==> src/rtl/booth_radix4_mult_seq.sv <==
// Sequential radix-4 Booth multiplier, one digit retired per clock.
// Define BOOTH_SIGNED_EN for two's-complement operands; default build is unsigned.
module booth_radix4_mult_seq #(
  parameter int unsigned WIDTH = 8
) (
  input  logic                 clk,
  input  logic                 rst,
  input  logic                 start,
  input  logic [WIDTH-1:0]     a,
  input  logic [WIDTH-1:0]     b,
  output logic                 busy,
  output logic                 done,
  output logic [2*WIDTH-1:0]   product
);

  localparam int unsigned PW = 2 * WIDTH;
`ifdef BOOTH_SIGNED_EN
  localparam int unsigned BW   = WIDTH;
  localparam int unsigned NDIG = WIDTH / 2;
`else
  localparam int unsigned BW   = WIDTH + 2;
  localparam int unsigned NDIG = WIDTH / 2 + 1;
`endif
  localparam int unsigned CW = $clog2(NDIG);

  typedef enum logic [1:0] {IDLE, RUN, DONE} state_t;

  state_t          state_q;
  logic [PW-1:0]   m_q;
  logic [BW:0]     b_q;
  logic [PW-1:0]   acc_q;
  logic [CW-1:0]   cnt_q;
  logic            busy_q;
  logic            done_q;
  logic [PW-1:0]   product_q;

  logic [PW-1:0]   a_ext_c;
  logic [BW:0]     b_ext_c;
  logic [PW-1:0]   term_c;
  logic [PW-1:0]   acc_d;
  logic            last_c;

  // Operand extension; b carries an implicit b[-1]=0 in its LSB.
  always_comb begin
`ifdef BOOTH_SIGNED_EN
    a_ext_c = {{WIDTH{a[WIDTH-1]}}, a};
    b_ext_c = {b, 1'b0};
`else
    a_ext_c = {{WIDTH{1'b0}}, a};
    b_ext_c = {2'b00, b, 1'b0};
`endif
  end

  // m_q is pre-weighted by 4^i, so the term needs no further shifting.
  always_comb begin
    term_c = '0;
    case (b_q[2:0])
      3'b001, 3'b010: term_c = m_q;
      3'b011:         term_c = {m_q[PW-2:0], 1'b0};
      3'b100:         term_c = -{m_q[PW-2:0], 1'b0};
      3'b101, 3'b110: term_c = -m_q;
      default:        term_c = '0;
    endcase
    acc_d  = acc_q + term_c;
    last_c = (cnt_q == CW'(NDIG - 1));
  end

  always_ff @(posedge clk or posedge rst) begin
    if (rst) begin
      state_q   <= IDLE;
      m_q       <= '0;
      b_q       <= '0;
      acc_q     <= '0;
      cnt_q     <= '0;
      busy_q    <= 1'b0;
      done_q    <= 1'b0;
      product_q <= '0;
    end else begin
      case (state_q)
        IDLE, DONE: begin
          done_q <= 1'b0;
          if (start) begin
            state_q <= RUN;
            busy_q  <= 1'b1;
            m_q     <= a_ext_c;
            b_q     <= b_ext_c;
            acc_q   <= '0;
            cnt_q   <= '0;
          end else begin
            state_q <= IDLE;
          end
        end
        RUN: begin
          acc_q <= acc_d;
          m_q   <= {m_q[PW-3:0], 2'b00};
          b_q   <= {2'b00, b_q[BW:2]};
          cnt_q <= cnt_q + CW'(1);
          if (last_c) begin
            state_q   <= DONE;
            product_q <= acc_d;
            done_q    <= 1'b1;
            busy_q    <= 1'b0;
          end
        end
        default: state_q <= IDLE;
      endcase
    end
  end

  assign busy    = busy_q;
  assign done    = done_q;
  assign product = product_q;

endmodule
==> config.mk <==
export PLATFORM = sky130hd
export DESIGN_NAME = booth_radix4_mult_seq
export DESIGN_NICKNAME = d
export VERILOG_FILES = /design/src/rtl/booth_radix4_mult_seq.sv
export SDC_FILE = /design/constraint.sdc
export NUM_CORES = 1
export LEC_CHECK = 0
export ABC_CLOCK_PERIOD_IN_PS = 3250
export BUFFER_PORTS_ARGS = -buffer_cell sky130_fd_sc_hd__buf_2
export CAP_MARGIN = 20
export CORE_ASPECT_RATIO = 0.7
export CORE_MARGIN = 1.5
export CORE_UTILIZATION = 30
export DETAILED_ROUTE_END_ITERATION = 6
export HOLD_SLACK_MARGIN = 0.03
export PLACE_DENSITY = 0.58
export SLEW_MARGIN = 20
export SYNTH_ARGS = -nofsm -noshare
export SYNTH_HDL_FRONTEND = slang
export SYNTH_SLANG_ARGS = --single-unit
==> constraint.sdc <==
create_clock -name clk -period 3.25 [get_ports clk]
set_input_delay 0.325 -clock clk [delete_from_list [all_inputs] [get_ports clk]]
set_output_delay 0.325 -clock clk [all_outputs]
set_load 0.02 [all_outputs]
* Word level (Yosys, flattened, before mapping)
Cells that the tools add are included.
** Word-level totals
- Output and inout bits :: 18
- Logic and storage cells :: 49
- Input bits :: 19
- Memory bits (writable) :: 0
- Bits in latches :: 0
- Memories kept :: 0
- Memory bits (read-only) :: 0
- Flip-flop bits (word level) :: 66
** Cells by class
- Multiplexer cells :: 17
- $lt $le $gt $ge :: 0
- Equal/unequal tests :: 11
- Reductions and logical operators :: 9
- Divide/modulo/power cells :: 0
- Multiply operators :: 0
- Add/sub/neg operators :: 4
- Bitwise operators :: 0
- Shifts and indexed selects :: 0
** Operator list (count)
- case mux 16 bit (2 select lines) :: 2
- case mux 16 bit (4 select lines) :: 1
- two-way mux 16 bit :: 2
- negator 16 bit :: 2
- case mux 11 bit (2 select lines) :: 1
- adder 16 bit :: 1
- equality test 3 bit, second input constant :: 4
- two-way mux 11 bit :: 1
- equality test 3 x 2 -> 1 bit, second input constant :: 2
- case mux 3 bit (2 select lines) :: 1
- AND reduction 2 bit :: 3
- OR reduction 2 bit :: 3
- two-way mux 1 bit :: 4
- inequality test 2 bit, second input constant :: 2
- case mux 1 bit (2 select lines) :: 2
- case mux 2 bit (2 select lines) :: 1
- adder 3 x 1 -> 3 bit, second input constant :: 1
- equality test 3 x 1 -> 1 bit, second input constant :: 1
- two-way mux 3 bit :: 1
- AND reduction 3 bit :: 1
- equality test 2 x 1 -> 1 bit, second input constant :: 1
- equality test 2 bit, second input constant :: 1
- logical NOT 2 bit :: 1
- two-way mux 2 bit :: 1
- nonzero test 2 bit :: 1

* Depth between registers and ports, before layout
Gate-level depths: netlist (run 1).
- Depth in word-level cells :: 5
- Depth in mapped cells :: 17
- Gate-level depth less buffers :: 17

* Least setup slack after synthesis (run 1)
No wires, ideal clock.
- Kind :: reg2reg
- Start point :: register m_q[0]
- End point :: register product_q[15], in the netlist product[15]
- Path slack :: -0.279 ns
- Arrival :: 3.452 ns
- Cell stages (with the launch flop) :: 17
- Required time :: 3.174 ns
- Setup time :: 0.076 ns
- Clock period less this slack :: 3.529 ns
- Buffers on the path :: 0
- Cells stage by stage :: dfrtp_1 inv_1 ha_1 inv_1 or3_2 nand2_1 xnor2_1 a221oi_1 a21oi_1 ha_1 o21ai_0 a21oi_1 a221o_1 a21oi_1 o21ai_0 xnor3_1 o21ai_1
** On the way
- Longest elaborated chain between the ends :: 3
- Elaborated cells on any way between the ends :: 4
- Classes of those cells :: add/sub: 3; mux: 1
** RTL lines
- start, declared :: line 29 : logic [PW-1:0] m_q;
- start signal, assigned :: line 85 : m_q <= a_ext_c;
- start signal, assigned :: line 95 : m_q <= {m_q[PW-3:0], 2'b00};
- negator 16 bit (on tied branches) :: line 61, 60
- case mux 16 bit (4 select lines) * :: line 57 : case (b_q[2:0])
- adder 16 bit * :: line 64 : acc_d = acc_q + term_c;
- end signal, assigned :: line 77 : product_q <= '0;
- end signal, assigned :: line 100 : product_q <= acc_d;
- end, declared :: line 35 : logic [PW-1:0] product_q;
Every way passes the cells marked *; elsewhere a longest branch is shown, timed or not.
A chain may end at the register's enable or synchronous reset.

* Worst setup path after layout (run 1)
- Start point :: register m_q[4]
- End point :: register acc_q[12]
** On the way
- Longest elaborated chain between the ends :: 4
- Elaborated cells on any way between the ends :: 5
- Classes of those cells :: add/sub: 3; mux: 2
** RTL lines
- negator 16 bit (on tied branches) :: line 61, 60
- case mux 16 bit (4 select lines) * :: line 57
- adder 16 bit * :: line 64
- case mux 16 bit (2 select lines) * :: line 79 : case (state_q)
- end signal, assigned :: line 73 : acc_q <= '0;
- end signal, assigned :: line 87 : acc_q <= '0;
- end signal, assigned :: line 94 : acc_q <= acc_d;
- end, declared :: line 31 : logic [PW-1:0] acc_q;
Marked as above.

==> metrics.csv, run 1 <==
stage,metric,value,unit
synth,mapped cell area,4330,µm²
worst_setup_path,worst endpoint required time,3.46,ns
grt,initial antenna violation count,0,
worst_setup_path,Critical Path Start,m_q[4],
route,wire length on met1,5990,µm
grt,GRT Overall Usage,16.1,%
worst_setup_path,Buf/Inv on CP,0,
route,DR top layer,met4,
run,maxcap violations,0,
route,Vias,3983,
route,DRC viols,0,
timing,RSZ-0062 raised after global routing,true,
run_status,violated checks,negative setup slack,
route,DR WL/cell,15.2,µm
timing,Setup TNS,-1.45,ns
worst_setup_path,startpoint types,flop,
synth,number of synthesized register bits,64,
timing,Fmax,290,MHz
placed_design,Detailed Place HPWL,8610,µm
timing,final setup fails,12,
cts,TritonCTS clock tree,yes,
timing,worst slew pin tran,0.916,ns
cells_and_area,Antenna Cells,0,
route,WL final,11800,µm
route,DR pass1 iterations,5,
floorplanning,row count,36,
cts,H-tree Lvls,3,
worst_hold_path,HP Class,in -> async,
cts,worst skew pair latency,0.33,ns
floorplanning,Core Box Area,14000,µm²
worst_setup_path,Crit. End Element,flop,
route,routed wl met2,5220,µm
cts,Clock Pin Slew Worst Setup and Hold Paths,0.06,ns
worst_setup_path,Setup CP Type,reg -> reg,
grt,GRT overflow,0,
synth,asr flop ratio synth,100,%
cts,Num CTS Buffers,9,
cts,CTS root buf,clkbuf_16,
floorplanning,die span in x,147,µm
synth,most used flip-flop cell after synthesis,dfrtp_1,
route,First DRT Iteration DRCs,240,
worst_setup_path,Crit-path slowest cell,dfrtp_1,
route,antenna-violating nets left,0,
synth,Post-Syn Area per Cell,8.80,µm²
timing,"Period Utilization, post-route",106,%
placed_design,port bufs,36,
worst_setup_path,Critical R2R Launch,m_q[4],
worst_setup_path,worst path cell trace,nor4_4 -> nand3b_1 -> nand2_2 -> xnor2_2 -> a22oi_1 -> a21oi_2 -> ha_1 -> and2_4 -> and4_1 -> a311oi_2 -> a21oi_1 -> or3_1 -> a32o_1,
timing,final worst setup slack,-0.203,ns
cts,Hold Buf Count CTS,0,
synth,post-synthesis sequential area ratio,37.0,%
synth,post-synthesis cell count,492,
route,vias per inst,5.10,
cells_and_area,"most common cell after layout, fill and taps aside",buf_4,
floorplanning,initial core utilization,30.9,%
synth,number of synthesized flops with an enable pin,0,
worst_setup_path,"critical path fanouts, max",4,
cts,clk buf depth,2,
worst_setup_path,Crit path largest cell delay,0.40,ns
timing,Worst Clk Skew,0.00756,ns
worst_setup_path,"delay-heaviest family, CP",simple AND/OR/NAND/NOR gates,
floorplanning,die height,104,µm
run_status,status,"finished, violations left",
synth,Synth Warn #,0,
timing,"Slew Viols, Final",0,
floorplanning,number of top-level pins,37,
cts,Num Clock Sinks,64,
grt,largest net degree at the start of global routing,43,
cells_and_area,layout cell share with drive strength beyond 1,34.9,%
synth,Syn Nets,530,
worst_setup_path,arrival time at the worst endpoint,3.67,ns
timing,Slew headroom,38.8,%
grt,first-pass GRT wire length,19600,µm
timing,post-layout min period,3.45,ns
cells_and_area,most frequent cells in the layout,"buf_4, nand2_1, dfrtp_1",
floorplanning,die area,15200,µm²
grt,number of global-route vias before repair,3861,
timing,Hold Fails Final Rpt,0,
cells_and_area,Post-layout nets,624,
placed_design,gpl congestion,0.913,
synth,Netlist cell types,61,
cells_and_area,Layout area overhead,34.4,%
route,metal3 WL,475,µm
[per-layer routing]
layer,GRT usage [%],vias to the layer above
met4,4.47,0
li1,-,1954
met1,23.2,1924
met3,3.96,15
met5,0,-
met2,23.9,90
[sequential cells by signal, indices dropped and copies added (netlist names)]
signal,count
cnt_q,3
product,16
state_q,2
m_q,16
acc_q,16
done,1
b_q,9
busy,1
[per-stage QoR]
stage,worst slack [ns],instances,util (%),instance area [µm²],hold slack (ns)
6_report,-0.203,781,41.6,5820,0.191
5_1_grt,-0.283,781,41.6,5820,0.208
4_1_cts,-0.0499,772,39.8,5570,0.202
3_5_place_dp,-0.286,755,36.9,5170,0.466
3_3_place_gp,-0.172,755,36.9,5170,0.457
2_1_floorplan,-0.137,492,-,4370,0.449
[worst register-to-register path, cell delays in order (launching register included)]
cell      delay (ns)
dfrtp_1         0.40
nor4_4          0.38
nand3b_1        0.22
nand2_2         0.14
xnor2_2         0.08
a22oi_1         0.24
a21oi_2         0.10
ha_1            0.33
and2_4          0.15
and4_1          0.20
a311oi_2        0.35
a21oi_1         0.14
or3_1           0.34
a32o_1          0.26
[final cells by class]
class,count,area (µm²)
fillers,1386,8190
multi-input cells,375,2750
flip-flops and latches,64,1600
repair buffers,124,865
clock buffers,12,267
well taps,190,238
clock inverters,4,51.3
inverters,12,45.0
[logic make-up (layout without fill, tap and decap cells)]
logic type | count (synthesis) | in the layout | synth area share (%)
and+or+nand+nor | 153 | 153 | 16.7
AOI/OAI and AO/OA | 150 | 150 | 22.7
DFF | 64 | 64 | 37.0
buffers and inverters | 53 | 152 | 6.13
xor gates and xnor gates | 32 | 32 | 6.79
muxes | 21 | 21 | 5.03
adders and majority gates | 19 | 19 | 5.66
[Yosys cell counts (6+ instances only)]
cell,n,area (µm²)
xor2_1,17,149
a21oi_1,27,135
dfrtp_1,64,1600
xnor2_1,14,123
a221oi_1,6,52.6
o21ai_0,47,235
nor2_1,26,97.6
clkbuf_1,26,97.6
a21o_1,9,67.6
a22o_1,15,131
mux2i_1,15,150
ha_1,18,225
inv_1,12,45.0
a211oi_1,6,45.0
a31oi_1,6,37.5
nand2_1,75,282
nand3_1,9,45.0
nor3_1,8,40.0
mux2_2,6,67.6
[worst paths after layout]
path                               end  slack (ns)  depth (start not counted)
min                               busy        0.19                          2
max                          acc_q[12]       -0.20                         13
min reg2reg                product[10]        0.48                          2
min in group clk                m_q[0]        0.21                          2
max reg2reg                  acc_q[12]       -0.20                         13
max in group asynchronous    acc_q[12]        2.28                          3
[what timing repair did]
item	4_1_cts	5_1_grt
setup buffers	1	10
pin swaps	19	30
hold endpoints to repair	0	0
gates resized for setup	17	38
endpoints found under the setup margin	14	17
Power of run 1 is not shown: default switching activity piles up to over one toggle a cycle in this logic, so the estimate is an artifact.
==> run 2, diff against run 1 <==
- RECOVER_POWER: default -> 25
==> run 2 against run 1 <==
Effect of this change:
- routed wire length unchanged
- die area unchanged
- worst hold slack improved by 0.022 ns
- largest cell class unchanged
- the flow finishes with violations (max-capacitance violations, max-slew violations, negative setup slack)
- clock-buffer cell count unchanged
- utilization unchanged
- via count unchanged
- fmax unchanged
- cell count unchanged
- sequential share of layout area unchanged
- critical endpoint unchanged
- global-route usage unchanged
- flip-flop and latch count unchanged
==> metrics.csv, run 2 (synthesis gave the netlist of run 1 again) <==
stage,metric,value,unit,change
timing,"Period Utilization, post-route",106,%,unchanged
cts,Num CTS Buffers,9,,unchanged
worst_setup_path,reg-to-reg setup timing slack,-0.20,ns,about the same
run_status,status,"finished, violations left",,
timing,final worst setup slack,-0.203,ns,unchanged
cts,Hold Buf Count CTS,0,,unchanged
worst_hold_path,HP Class,in -> reg,,
grt,initial antenna violation count,0,,unchanged
cells_and_area,Post-layout nets,624,,unchanged
timing,Hold Fails Final Rpt,0,,unchanged
timing,worst slew pin tran,1.65,ns,+0.731 ns
run,maxcap violations,1,,+1
cells_and_area,"most common cell after layout, fill and taps aside",buf_4,,
cells_and_area,Antenna Cells,0,,unchanged
placed_design,gpl congestion,0.913,,unchanged
grt,first-pass GRT wire length,19600,µm,unchanged
cts,Clock Pin Slew Worst Setup and Hold Paths,0.06,ns,about the same
route,antenna-violating nets left,0,,unchanged
floorplanning,number of top-level pins,37,,unchanged
worst_setup_path,Critical R2R Launch,m_q[4],,
floorplanning,row count,36,,unchanged
run_status,violated checks,"max-capacitance violations, max-slew violations, negative setup slack",,
worst_setup_path,Crit path largest cell delay,0.40,ns,about the same
route,DRC viols,0,,unchanged
worst_setup_path,worst r2r path cells,13,,unchanged
worst_setup_path,Setup CP Type,reg -> reg,,
grt,number of global-route vias before repair,3861,,unchanged
cells_and_area,layout cell share with drive strength beyond 1,34.7,%,-0.17 points
placed_design,Inst Count DP,755,,unchanged
worst_setup_path,Crit. End Element,flop,,
cells_and_area,Register Area,1600,µm²,unchanged
cts,worst skew pair latency,0.33,ns,about the same
route,vias per inst,5.10,,unchanged
route,Vias,3983,,unchanged
worst_setup_path,crit path to,acc_q[12],,
cts,H-tree Lvls,3,,unchanged
floorplanning,die area,15200,µm²,unchanged
cells_and_area,most frequent cells in the layout,"buf_4, nand2_1, dfrtp_1",,
timing,final setup fails,12,,unchanged
floorplanning,die span in x,147,µm,unchanged
worst_setup_path,worst path cell trace,nor4_4 -> nand3b_1 -> nand2_2 -> xnor2_2 -> a22oi_1 -> a21oi_2 -> ha_1 -> and2_4 -> and4_1 -> a311oi_2 -> a21oi_1 -> or3_1 -> a32o_1,,
worst_setup_path,startpoint types,flop,,
worst_setup_path,"critical path fanouts, max",4,,unchanged
cells_and_area,Layout area overhead,34.4,%,unchanged
timing,Worst Clk Skew,0.00756,ns,unchanged
worst_setup_path,R2R Path End,acc_q[12],,
cells_and_area,final core occ,41.6,%,unchanged
floorplanning,die height,104,µm,unchanged
route,DR pass1 iterations,5,,unchanged
worst_hold_path,Min-Delay Path Depth,2,,
worst_setup_path,arrival time at the worst endpoint,3.67,ns,about the same
placed_design,Detailed Place HPWL,8610,µm,unchanged
timing,RSZ-0062 raised after global routing,true,,
cells_and_area,# fillers,1386,,unchanged
worst_setup_path,worst endpoint required time,3.46,ns,about the same
cts,Num Clock Sinks,64,,unchanged
timing,"Slew Viols, Final",43,,+43
timing,post-layout min period,3.45,ns,unchanged
worst_setup_path,Critical Path Start,m_q[4],,
grt,largest net degree at the start of global routing,43,,unchanged
placed_design,Setup WS pre-CTS,-0.286,ns,unchanged
route,DR WL/cell,15.2,µm,unchanged
cells_and_area,area of the multi-input gates,2750,µm²,unchanged
cts,CTS root buf,clkbuf_16,,
worst_setup_path,Crit-path slowest cell,dfrtp_1,,
cts,clk buf depth,2,,unchanged
floorplanning,initial core utilization,30.9,%,unchanged
grt,GRT Overall Usage,16.1,%,unchanged
timing,Slew headroom,-9.98,%,-49 points
timing,Fmax,290,MHz,unchanged
placed_design,port bufs,36,,unchanged
timing,Setup TNS,-1.45,ns,unchanged
cts,TritonCTS clock tree,yes,,
grt,GRT overflow,0,,unchanged
route,First DRT Iteration DRCs,240,,unchanged
floorplanning,Core Box Area,14000,µm²,unchanged
route,WL final,11800,µm,unchanged
cells_and_area,"non-filler cells, final",781,,unchanged
==> run 2: cell types whose count changed in the layout (fill, tap and decap cells not counted) <==
cell   previous run  this run
inv_1             8         9
inv_2             4         3
==> run 2: timing repair <==
action / 4_1_cts / 5_1_grt
resized for setup: 17 / 38
setup buffers: 1 / 10
endpoints found under the setup margin: 14 / 17
pin swaps: 19 / 30
==> run 2: how the worst min path moves through the flow <==
stage                start           to  slack [ns]
4_1_cts               a[0]       m_q[0]        0.20
3_5_place_dp   product[10]  product[10]        0.47
2_1_floorplan       b_q[3]       b_q[1]        0.45
6_report              a[0]       m_q[0]        0.21
3_3_place_gp    product[1]   product[1]        0.46
5_1_grt               a[0]       m_q[0]        0.21
==> run 2: through the flow <==
stage | hold WS [ns] | cell area, µm²
global route | 0.208 | 5820
finish | 0.214 | 5820
global placement | 0.457 | 5170
detailed placement | 0.466 | 5170
CTS | 0.202 | 5570
floorplan | 0.449 | 4370
==> run 2: area by class of cell <==
| cell class | instances | area share, % |
|---|---|---|
| Multi-Input combinational cell | 375 | 47.3 |
| Sequential cell | 64 | 27.5 |
| Timing Repair Buffer | 124 | 14.9 |
| Clock buffer | 12 | 4.58 |
| Tap cell | 190 | 4.08 |
| Clock inverter | 4 | 0.881 |
| Inverter | 12 | 0.774 |
==> run 2: critical path: cells and delay by family, from the launching register on <==
family	cells	cell delay, ns
and+or+nand+nor	6	1.43
AOI/OAI and AO/OA	5	1.07
DFF	1	0.40
adders and majority gates	1	0.33
xor gates and xnor gates	1	0.08
==> run 2: layer usage <==
layer | vias up | track usage, % | routed length (µm)
met4 | 0 | 4.47 | 151
met1 | 1924 | 23.2 | 5990
met3 | 15 | 3.96 | 475
li1 | 1954 | - | -
met5 | - | 0 | 0
met2 | 90 | 23.9 | 5220
Power of run 2 is left out for the same reason.
